`config.mk`:
```
export PLATFORM = sky130hd
export DESIGN_NAME = a2d_scan_intf_flat
export DESIGN_NICKNAME = d
export VERILOG_FILES = /design/src/rtl/a2d_scan_intf_if.sv /design/src/rtl/a2d_scan_intf.sv /design/src/flat_wrapper.sv
export SDC_FILE = /design/constraint.sdc
export NUM_CORES = 1
export LEC_CHECK = 0
export CAP_MARGIN = 40
export CELL_PAD_IN_SITES_DETAIL_PLACEMENT = 1
export CELL_PAD_IN_SITES_GLOBAL_PLACEMENT = 1
export CORE_MARGIN = 4
export CORE_UTILIZATION = 47
export CTS_BUF_LIST = sky130_fd_sc_hd__clkbuf_4 sky130_fd_sc_hd__clkbuf_8
export CTS_CLUSTER_SIZE = 30
export DETAILED_ROUTE_END_ITERATION = 10
export HOLD_SLACK_MARGIN = 0.1
export PLACE_DENSITY_LB_ADDON = 0.1
export REMOVE_ABC_BUFFERS = 1
export SLEW_MARGIN = 20
export SYNTH_ARGS = -nofsm -noshare
export SYNTH_HDL_FRONTEND = slang
export SYNTH_SLANG_ARGS = --single-unit
```
`constraint.sdc`:
```
create_clock -name clk -period 4.9 [get_ports clk]
set_clock_uncertainty 0.2 [all_clocks]
set_input_delay 0.98 -clock clk [delete_from_list [all_inputs] [get_ports clk]]
set_output_delay 0.98 -clock clk [all_outputs]
set_load 0.03 [all_outputs]
```
`src/rtl/a2d_scan_intf_if.sv`:
```
// a2d_scan_intf_if: host control, result and SPI signals of the A2D scan interface
interface a2d_scan_intf_if #(parameter int NUM_CH = 4);
  logic strt, cont, SS_n, SCLK, MOSI, MISO, sweep_done, busy;
  logic [12*NUM_CH-1:0] results;
  logic [NUM_CH-1:0] vld;
  modport master(input strt, cont, MISO, output SS_n, SCLK, MOSI, results, vld, sweep_done, busy);
  modport slave(output strt, cont, MISO, input SS_n, SCLK, MOSI, results, vld, sweep_done, busy);
endinterface

```
`src/rtl/a2d_scan_intf.sv`:
```
// a2d_scan_intf: pipelined multi-slot SPI scanner for an 8-channel 12-bit A2D
module a2d_scan_intf #(
  parameter int NUM_CH = 4,
  parameter logic [23:0] CH_MAP = 24'hFAC688,
  parameter int SCLK_DIV = 32,
  parameter int GAP_CYC = 8
) (
  input logic clk,
  input logic rst_n,
  a2d_scan_intf_if.master bus
);
  localparam int H = SCLK_DIV / 2;
  localparam int SW = NUM_CH > 1 ? $clog2(NUM_CH) : 1;
  localparam int CW = $clog2(SCLK_DIV + GAP_CYC);
  typedef enum logic [2:0] {IDLE, FRONT, SHIFT, BACK, GAP} state_t;
  state_t r_state, w_nxt;
  logic [CW-1:0] r_cnt;
  logic [3:0] r_bit;
  logic [SW-1:0] r_tx, r_rx;
  logic r_first, r_stop, r_done;
  logic [11:0] r_sh;
  logic [12*NUM_CH-1:0] r_res;
  logic [NUM_CH-1:0] r_vld;
  logic w_pend, w_end, w_wr;
  logic [2:0] w_ch;
  logic [15:0] w_word;
  always_comb begin
    w_pend = r_cnt == CW'(2*H-1);
    w_end = (r_state == SHIFT) ? (w_pend && r_bit == 4'd15) :
            (r_state == GAP) ? (r_cnt == CW'(GAP_CYC-1)) :
            (r_state == FRONT || r_state == BACK) && r_cnt == CW'(H-1);
    w_wr = r_state == BACK && w_end && !r_first;
    w_ch = 3'(CH_MAP >> (3 * int'(r_tx)));
    w_word = {2'b00, w_ch, 11'b0};
    w_nxt = r_state;
    case (r_state)
      IDLE: w_nxt = bus.strt ? FRONT : IDLE;
      FRONT: w_nxt = w_end ? SHIFT : FRONT;
      SHIFT: w_nxt = w_end ? BACK : SHIFT;
      BACK: w_nxt = w_end ? GAP : BACK;
      GAP: w_nxt = w_end ? (r_stop ? IDLE : FRONT) : GAP;
      default: w_nxt = IDLE;
    endcase
  end
  always_ff @(posedge clk or negedge rst_n) begin
    if (!rst_n) begin
      r_state <= IDLE;
      r_cnt <= '0;
      r_bit <= '0;
      r_tx <= '0;
      r_rx <= '0;
      r_first <= 1'b0;
      r_stop <= 1'b0;
      r_done <= 1'b0;
      r_sh <= '0;
      r_res <= '0;
      r_vld <= '0;
    end else begin
      r_state <= w_nxt;
      r_cnt <= (r_state == IDLE || w_end || (r_state == SHIFT && w_pend)) ? '0 : r_cnt + 1'b1;
      if (r_state == SHIFT && w_pend) r_bit <= r_bit + 1'b1;
      if (r_state == SHIFT && r_cnt == CW'(H-1)) r_sh <= {r_sh[10:0], bus.MISO};
      r_vld <= '0;
      for (int i = 0; i < NUM_CH; i++)
        if (w_wr && r_rx == SW'(i)) begin
          r_res[12*i +: 12] <= r_sh;
          r_vld[i] <= 1'b1;
        end
      r_done <= w_wr && r_rx == SW'(NUM_CH-1);
      // a sweep ends only after the last slot lands; cont is judged at that write
      if (r_state == BACK && w_end) begin
        r_rx <= r_tx;
        r_tx <= (r_tx == SW'(NUM_CH-1)) ? '0 : r_tx + 1'b1;
        r_first <= 1'b0;
        r_stop <= w_wr && r_rx == SW'(NUM_CH-1) && !bus.cont;
      end
      if (r_state == IDLE && bus.strt) begin
        r_tx <= '0;
        r_first <= 1'b1;
        r_stop <= 1'b0;
      end
    end
  end
  assign bus.SS_n = !(r_state == FRONT || r_state == SHIFT || r_state == BACK);
  assign bus.SCLK = !(r_state == SHIFT && r_cnt < CW'(H));
  assign bus.MOSI = r_state == SHIFT && w_word[4'd15 - r_bit];
  assign bus.results = r_res;
  assign bus.vld = r_vld;
  assign bus.sweep_done = r_done;
  assign bus.busy = r_state != IDLE;
endmodule

```
`src/flat_wrapper.sv`:
```
// flat-port wrapper written by rule: the top's interface ports become plain ports
module a2d_scan_intf_flat 
#(
  parameter int NUM_CH = 4,
  parameter logic [23:0] CH_MAP = 24'hFAC688,
  parameter int SCLK_DIV = 32,
  parameter int GAP_CYC = 8
)
  (clk, rst_n, bus_strt, bus_cont, bus_MISO, bus_SS_n, bus_SCLK, bus_MOSI, bus_results, bus_vld, bus_sweep_done, bus_busy);
  a2d_scan_intf_if #(.NUM_CH(NUM_CH)) bus_i ();
  input logic clk;
  input logic rst_n;
  input wire logic [$bits(bus_i.strt)-1:0] bus_strt;
  input wire logic [$bits(bus_i.cont)-1:0] bus_cont;
  input wire logic [$bits(bus_i.MISO)-1:0] bus_MISO;
  output wire logic [$bits(bus_i.SS_n)-1:0] bus_SS_n;
  output wire logic [$bits(bus_i.SCLK)-1:0] bus_SCLK;
  output wire logic [$bits(bus_i.MOSI)-1:0] bus_MOSI;
  output wire logic [$bits(bus_i.results)-1:0] bus_results;
  output wire logic [$bits(bus_i.vld)-1:0] bus_vld;
  output wire logic [$bits(bus_i.sweep_done)-1:0] bus_sweep_done;
  output wire logic [$bits(bus_i.busy)-1:0] bus_busy;
  assign bus_i.strt = bus_strt;
  assign bus_i.cont = bus_cont;
  assign bus_i.MISO = bus_MISO;
  assign bus_SS_n = bus_i.SS_n;
  assign bus_SCLK = bus_i.SCLK;
  assign bus_MOSI = bus_i.MOSI;
  assign bus_results = bus_i.results;
  assign bus_vld = bus_i.vld;
  assign bus_sweep_done = bus_i.sweep_done;
  assign bus_busy = bus_i.busy;
  a2d_scan_intf #(.NUM_CH(NUM_CH), .CH_MAP(CH_MAP), .SCLK_DIV(SCLK_DIV), .GAP_CYC(GAP_CYC)) u_core (.clk(clk), .rst_n(rst_n), .bus(bus_i));
endmodule
```
Yosys cells after proc, flatten, opt, wreduce, memory -nomap -nowiden
Index checks and enable logic that the tools add are counted.
- bitwise logic cells: 0
- add/subtract/negate cells: 4
- magnitude comparators: 2
- $mul: 1
- equal/unequal tests: 12
- div/mod/pow operators: 0
- multiplexer cells: 23
- reductions and logical operators: 27
- shifts and indexed selects: 1
- operators with widths (kind ; number):
    >> shifter 24 x 32 -> 3 bit, first input constant ; 1
    one-hot mux 3 bit (5 select lines) ; 1
    logical AND 1 bit ; 14
    two-way mux 1 bit ; 14
    two-way mux 2 bit ; 4
    adder 6 x 1 -> 6 bit, second input constant ; 1
    == test 2 bit, second input constant ; 3
    == test 3 x 2 -> 1 bit, second input constant ; 2
    == test 6 x 3 -> 1 bit, second input constant ; 1
    == test 6 x 4 -> 1 bit, second input constant ; 1
    == test 6 x 5 -> 1 bit, second input constant ; 1
    less-than comparator 6 x 5 -> 1 bit, second input constant ; 1
    two-way mux 3 bit ; 2
    two-way mux 6 bit ; 1
    logical OR 1 bit ; 5
    less-than comparator 4 x 5 -> 1 bit, second input constant ; 1
    adder 4 x 1 -> 4 bit, second input constant ; 1
    binary-select mux 1 bit (select 4 bit) ; 1
    == test 4 bit, second input constant ; 1
    zero test 1 bit ; 4
    multiplier 2 x 2 -> 4 bit, first input constant ; 1
    subtractor 4 bit, first input constant ; 1
    == test 3 x 1 -> 1 bit, second input constant ; 1
    == test 3 bit, second input constant ; 1
    other kinds (6) ; 6
- ROM bits: 0
- flip-flop bits (word level): 84
- memory bits (writable): 0
- output and inout bits: 57
- bits in latches: 0
- memories: 0

Depth between registers and ports, before layout
Gate-level depths: netlist of the first run.
- depth after elaboration: 11
- gate-level depth with buffers: 8

Least setup slack after synthesis of the first run
OpenSTA, ideal clock, no wires.
- path kind: register to output
- from: reg u_core.r_state[1]
- to: out bus_MOSI
- path buffers: 1
- cell stages (with the launch flop): 4
- arrival: 1.280 ns
- slack: 2.440 ns
- cell sequence: dfrtp_1 -> clkbuf_1 -> nor3b_1 -> and3_1
- longest elaborated chain between the ends: 2
- RTL lines (element ; line ; source):
    start, declared ; a2d_scan_intf.sv:16 ; state_t r_state, w_nxt;
    start signal, assigned ; a2d_scan_intf.sv:59 ; r_state <= w_nxt;
    == test 3 x 2 -> 1 bit ; a2d_scan_intf.sv:86 ; assign bus.MOSI = r_state == SHIFT && w_word[4'd15 - r_bit];
    logical AND 1 bit ; a2d_scan_intf.sv:86 ;
    end, declared ; flat_wrapper.sv:18 ; output wire logic [$bits(bus_i.MOSI)-1:0] bus_MOSI;
Every way passes these cells.

Final worst setup path of the first run
Same ends and word-level chain as after synthesis.

==> flow_metrics.py, run 1 <==
metrics = {
    "outcome": {
        "status": "finished clean",
    },
    "yosys": {
        "yosysTopAreaCell": "dfrtp_1",
        "yosys-top-cells-count": "dfrtp_1, mux2_2, nand2_1",
        "synth_edf_count": 0,
        "synthArstFlopShare_pct": 100,
        "ys_types": 38,
        "syn_area_per_cell_um2": 14.3,
        "synth_xor_area_share_pct": 2.06,
        "synthTopCellsByArea": "dfrtp_1, mux2_2, mux2_4",
        "ys_seq_area_share_pct": 61.2,
        "synth_top_area_share_pct": 61.2,
        "yosys_warnings": 0,
        "synth_top_family_by_area": "multiplexers",
        "synthCells": 238,
        "synth_most_common_cell": "dfrtp_1",
        "syn-cell-area_um2": 3400,
        "synth_mux_area_share_pct": 22.4,
        "synth-adder-area-share_pct": 1.11,
        "ys_ff_latch": 83,
        "synth_top_flop_cell": "dfrtp_1",
        "synth-simple-area-share_pct": 9.25,
        "synth_compound_area_share_pct": 1.66,
    },
    "floorplan": {
        "initial_core_util_pct": 49.2,
        "io_pins": 62,
        "num_rows": 30,
        "die_w_um": 93,
        "core-area_um2": 6910,
        "die-area_um2": 8650,
        "die_y_um": 93,
    },
    "timing": {
        "slew_headroom_pct": 47.6,
        "worst_pin_slew_ns": 0.774,
        "min_period_over_period_pct": 69.9,
        "setup_viol": 0,
        "rsz0062_at_grt": "false",
        "finalWorstSetupSlack_ns": 1.47,
        "finalHoldViolCount": 0,
        "finalSetupTns_ns": 0,
        "slew_violations": 0,
        "fin_crit_ns": 3.43,
        "fmax_mhz": 292,
    },
    "critical_path": {
        "cp-start-kind": "flop",
        "worstSetupEndpointType": "primary output",
        "reg2reg_depth": 5,
        "slowest_stage": "clkdlybuf4s50_1",
        "cp_max_fo": 8,
        "r2r_slack_ns": 2.39,
        "startpoint": "u_core.r_state[1]$_DFF_PN0_",
        "cp_cell_sequence": "nor3b_1 -> and3_1 -> clkdlybuf4s50_1",
        "worstPathRequired_ns": 3.72,
        "reg2reg_to": "u_core.bus.results[15]$_DFFE_PN0P_",
        "slowest_delay_ns": 0.67,
        "reg2reg_from": "u_core.r_cnt[0]$_DFF_PN0_",
        "worstSetupPathType": "reg -> out",
        "arrival_ns": 2.25,
    },
    "final_layout": {
        "fin_nets": 312,
        "multi_input_area_um2": 1260,
        "synthToLayoutAreaGrowth_pct": 27.6,
        "nFillCells": 702,
        "antenna_cells": 0,
        "register_area_um2": 2080,
        "final_area_um2": 4330,
        "final_layout_size_suffix_gt1_share_pct": 29.4,
    },
    "place": {
        "place_congestion": 0.818,
        "dpl.hpwl_mm": 5.00,
        "placed_area_um2": 4120,
        "io_buffers": 61,
        "place_ws_ns": 1.86,
    },
    "power": {
        "static-leakage-power_nw": 2.03,
        "ir_worst_vdd_mv": 0.153,
        "powerDensity_nw_per_um2": 282,
    },
    "run": {
        "maxCapViolCount": 0,
    },
    "cts": {
        "clockBufferDepth": 2,
        "clock-sinks": 83,
        "cts_made_buffers": 9,
        "cts-root-buf": "clkbuf_8",
        "cts_tree": "done",
        "clk_latency_ns": 0.35,
        "path_clk_slew_ns": 0.09,
        "cts_max_level": 3,
        "holdBufCountCts": 0,
        "cts_setup_buffers": 0,
        "cts_resized": 0,
    },
    "grt": {
        "grt_usage_pct": 18.5,
        "antenna_found_initial": 0,
        "grt_pass1_vias": 2318,
        "grt_max_degree": 53,
        "grt.overflow.total": 0,
        "grt_pass1_wl_mm": 12.3,
    },
    "min_path": {
        "hold_class": "reg -> reg",
        "whs_endpoint": "u_core.r_cnt[0]$_DFF_PN0_",
        "hold_path.startpoint": "u_core.r_cnt[0]$_DFF_PN0_",
        "hold_depth": 1,
    },
    "route": {
        "drt-total-wl_mm": 7.37,
        "wl_per_cell_um": 18.2,
        "vias": 2101,
        "ant_nets": 0,
        "drt-initial-drc-count": 65,
        "via_per_inst": 5.19,
        "drc": 0,
        "first_pass_iters": 4,
    },
}
-- cell usage in the layout, fill, tap and decap left out, types with 2 or more instances in the layout --
master,netlist,layout
ha_1,3,3
nand3_1,5,5
nand2b_1,2,2
clkbuf_8,0,10
xnor2_1,5,5
nand2_1,12,12
o21ai_0,2,2
clkinvlp_4,0,3
mux2_2,53,53
buf_4,1,4
mux2_4,9,9
nand4_1,2,2
and3_1,4,4
xor2_1,3,3
or3_1,2,2
mux2i_1,3,3
clkdlybuf4s50_1,0,60
nor3_1,10,8
nor2_1,9,9
nor3_2,0,2
nor3b_1,2,2
inv_1,3,3
dfrtp_1,83,83
-- worst max-delay path by stage --
stage                                        end  slack [ns]  cells after the start
2_1_floorplan  u_core.bus.results[0]$_DFFE_PN0P_        1.87                      5
3_3_place_gp                            bus_MOSI        1.93                      3
3_5_place_dp                            bus_MOSI        1.86                      3
4_1_cts                                 bus_MOSI        1.46                      3
5_1_grt                                 bus_MOSI        1.32                      3
6_report                                bus_MOSI        1.47                      3
-- through the flow --
| step | cells | total power, mW | hold slack, ns | utilization [%] |
|---|---|---|---|---|
| floorplan | 228 | 0.704 | 0.244 | - |
| finish | 405 | 1.22 | 0.278 | 62.7 |
| detailed placement | 389 | 0.725 | 0.272 | 59.7 |
| CTS | 405 | 1.23 | 0.283 | 62.7 |
| global route | 405 | 1.27 | 0.292 | 62.7 |
| global placement | 387 | 0.722 | 0.256 | 59.2 |
-- final cells by class --
type | instances | share of cell area (%)
clock buffers | 10 | 3.18
flip-flops and latches | 83 | 47.9
multi-input cells | 142 | 29.0
repair buffers | 65 | 15.2
inverters | 3 | 0.260
well taps | 96 | 2.77
clock inverters | 6 | 1.67
-- worst max-delay path: cells and delay by family (launching register included) --
family                 cells  cell delay (ns)
buffers and inverters      1             0.67
AND/OR/NAND/NOR            2             0.74
flip-flops                 1             0.49
-- registers in the layout (all words and copies together), names as in the netlist, 2 cells and up --
signal	flops
u_core.r_bit	4
u_core.bus.vld	3
u_core.r_rx	2
u_core.r_tx	2
u_core.r_state	3
u_core.bus.results	48
u_core.r_sh	12
u_core.r_cnt	6
-- kinds of logic after synthesis --
logic type                 Yosys count
xor gates and xnor gates             8
and+or+nand+nor                     58
muxes                               65
DFF                                 83
buffers and inverters               13
adders and majority gates            3
AOI/OAI and AO/OA                    8
-- report_power, final --
part,switching (mW),internal (mW)
Combinational,0.0150,0.00670
Clock,0.257,0.254
Sequential,0.00285,0.686
Total,0.275,0.946
-- layer usage --
layer / global-route usage (%) / routed length (um) / part of all wire (%) / vias to the layer above
met5: 0 / 0 / 0 / -
met4: 7.33 / 113 / 1.5 / 0
met3: 3.38 / 267 / 3.6 / 10
met2: 30.4 / 3780 / 51 / 47
met1: 24.4 / 3210 / 44 / 1073
li1: - / - / - / 971
(Power assumes the default switching activity.)
==> run 2: changes to the inputs <==
CORE_UTILIZATION = 40   (was 47)
clock period = 2.99 ns   (was 4.9 ns; I/O delays follow)
==> run 2 against run 1 <==
  * Sequential power increased by 64%
  * Via count fell by 0.71%
  * Clock power increased by 46%
  * Critical endpoint unchanged
  * Utilization down 9.7 points
  * Largest power group unchanged
  * Largest cell class unchanged
==> flow_metrics.py, run 2 (synthesis gave the netlist of run 1 again) <==
metrics = {
    "power": {
        "power_mw": 1.91,
        "power_frac_clock_pct": 39.0,
        "powerDensity_nw_per_um2": 437,
        "seq_power_share_pct": 59.1,
        "p_int_mw": 1.45,
        "ir_worst_vdd_mv": 0.232,
        "p_comb_share_pct": 1.9,
        "p_sw_share_pct": 23.9,
        "p_switching_mw": 0.456,
        "static-leakage-power_nw": 2.05,
    },
    "cts": {
        "clk_latency_ns": 0.34,
        "cts-root-buf": "clkbuf_8",
        "cts_tree": "done",
        "cts_max_level": 3,
        "cts_made_buffers": 9,
        "clockBufferDepth": 2,
        "clock-sinks": 83,
        "path_clk_slew_ns": 0.09,
    },
    "route": {
        "drt-initial-drc-count": 43,
        "via_per_inst": 4.97,
        "ant_nets": 0,
        "drt-total-wl_mm": 6.97,
        "drc": 0,
        "first_pass_iters": 4,
        "wl_per_cell_um": 16.6,
        "vias": 2086,
    },
    "grt": {
        "grt_pass1_vias": 2273,
        "grt_max_degree": 48,
        "grt_usage_pct": 15.1,
        "antenna_found_initial": 0,
        "grt.overflow.total": 0,
        "grt_pass1_wl_mm": 11.9,
    },
    "place": {
        "placed_area_um2": 4160,
        "placed_cells": 403,
        "dpl.hpwl_mm": 4.97,
        "place_ws_ns": 0.369,
        "io_buffers": 61,
        "place_congestion": 0.789,
    },
    "critical_path": {
        "worstPathRequired_ns": 2.19,
        "r2r_slack_ns": 0.45,
        "reg2reg_from": "u_core.r_cnt[0]$_DFF_PN0_",
        "cp-start-kind": "flop",
        "reg2reg_depth": 5,
        "worstSetupEndpointType": "primary output",
        "worstSetupPathType": "reg -> out",
        "cp_max_fo": 9,
        "arrival_ns": 2.01,
        "reg2reg_to": "u_core.bus.results[20]$_DFFE_PN0P_",
    },
    "final_layout": {
        "layout_commonest_cell": "dfrtp_1",
        "fin_cells": 420,
        "antenna_cells": 0,
        "final_area_um2": 4360,
        "nFillCells": 851,
        "synthToLayoutAreaGrowth_pct": 28.4,
        "layout_common_cells": "dfrtp_1, clkdlybuf4s50_1, mux2_2, nand2_1",
        "fin_nets": 318,
        "largest_reg_flops": 48,
        "finalCoreUtilization_pct": 53.1,
        "final_layout_size_suffix_gt1_share_pct": 30.8,
    },
    "run": {
        "maxCapViolCount": 0,
    },
    "floorplan": {
        "die_w_um": 100,
        "die-area_um2": 10000,
        "io_pins": 62,
        "core-area_um2": 8220,
        "num_rows": 33,
        "initial_core_util_pct": 41.3,
        "die_y_um": 100,
    },
    "timing": {
        "slew_headroom_pct": 66.2,
        "finalHoldViolCount": 0,
        "worst_pin_slew_ns": 0.503,
        "finalWorstSetupSlack_ns": 0.178,
        "min_period_over_period_pct": 94.0,
        "fin_crit_ns": 2.81,
        "setup_viol": 0,
        "slew_violations": 0,
        "rsz0062_at_grt": "false",
        "fmax_mhz": 356,
    },
    "min_path": {
        "hold_class": "reg -> reg",
        "hold_depth": 1,
        "hold_path.startpoint": "u_core.r_cnt[0]$_DFF_PN0_",
        "whs_endpoint": "u_core.r_cnt[0]$_DFF_PN0_",
    },
    "outcome": {
        "status": "finished clean",
    },
}
run 2: metrics by stage:
step / hold slack (ns) / TNS, ns
4_1_cts: 0.277 / 0
3_5_place_dp: 0.265 / 0
6_report: 0.275 / 0
5_1_grt: 0.308 / 0
3_3_place_gp: 0.253 / 0
2_1_floorplan: 0.102 / -0.420
run 2: what timing repair did:
| action | in CTS | in global routing |
|---|---|---|
| endpoints found under the setup margin | 1 | 0 |
| setup buffers | 0 | 0 |
| hold buffers | 1 | 0 |
| hold endpoints to repair | 36 | 0 |
| resized for setup | 1 | 0 |
run 2: final cells by class:
cell class	instances	area, um^2	area share, %
Tap cell	105	131	3.01
Inverter	3	11.3	0.258
Clock inverter	7	58.8	1.35
Timing Repair Buffer	71	698	16.0
Multi-Input combinational cell	142	1260	28.9
Sequential cell	83	2080	47.6
Clock buffer	9	124	2.84
run 2: critical path, stage by stage (launching register included):
cell             delay [ns]
dfrtp_1                0.48
nor3b_2                0.33
and3_1                 0.20
clkdlybuf4s50_1        0.67
run 2: how the worst max path moves through the flow:
| stage | start | endpoint | slack, ns | cells after the start |
|---|---|---|---|---|
| floorplan | u_core.r_cnt[0]$_DFF_PN0_ | u_core.bus.results[0]$_DFFE_PN0P_ | -0.04 | 5 |
| global placement | u_core.r_state[2]$_DFF_PN0_ | bus_MOSI | 0.41 | 3 |
| detailed placement | u_core.r_state[1]$_DFF_PN0_ | bus_MOSI | 0.37 | 3 |
| CTS | u_core.r_state[2]$_DFF_PN0_ | bus_MOSI | 0.15 | 3 |
| global route | u_core.r_state[1]$_DFF_PN0_ | bus_MOSI | 0.03 | 3 |
| finish | u_core.r_state[2]$_DFF_PN0_ | bus_MOSI | 0.18 | 3 |
run 2: layer usage:
| metal | track usage [%] | share of wire [%] | vias to the layer above |
|---|---|---|---|
| met5 | 0 | 0 | - |
| met4 | 4.04 | 0.42 | 0 |
| met3 | 3.61 | 4.1 | 2 |
| met2 | 23.2 | 48 | 41 |
| met1 | 21.4 | 47 | 1056 |
| li1 | - | - | 987 |
run 2: power by group through the flow:
stage	Sequential (mW)	Combinational (mW)	Clock (mW)
6_report	1.13	0.0357	0.744
4_1_cts	1.13	0.0382	0.777
5_1_grt	1.13	0.0425	0.831
3_5_place_dp	1.15	0.0371	0
3_3_place_gp	1.15	0.0366	0
2_1_floorplan	1.15	0.00458	0
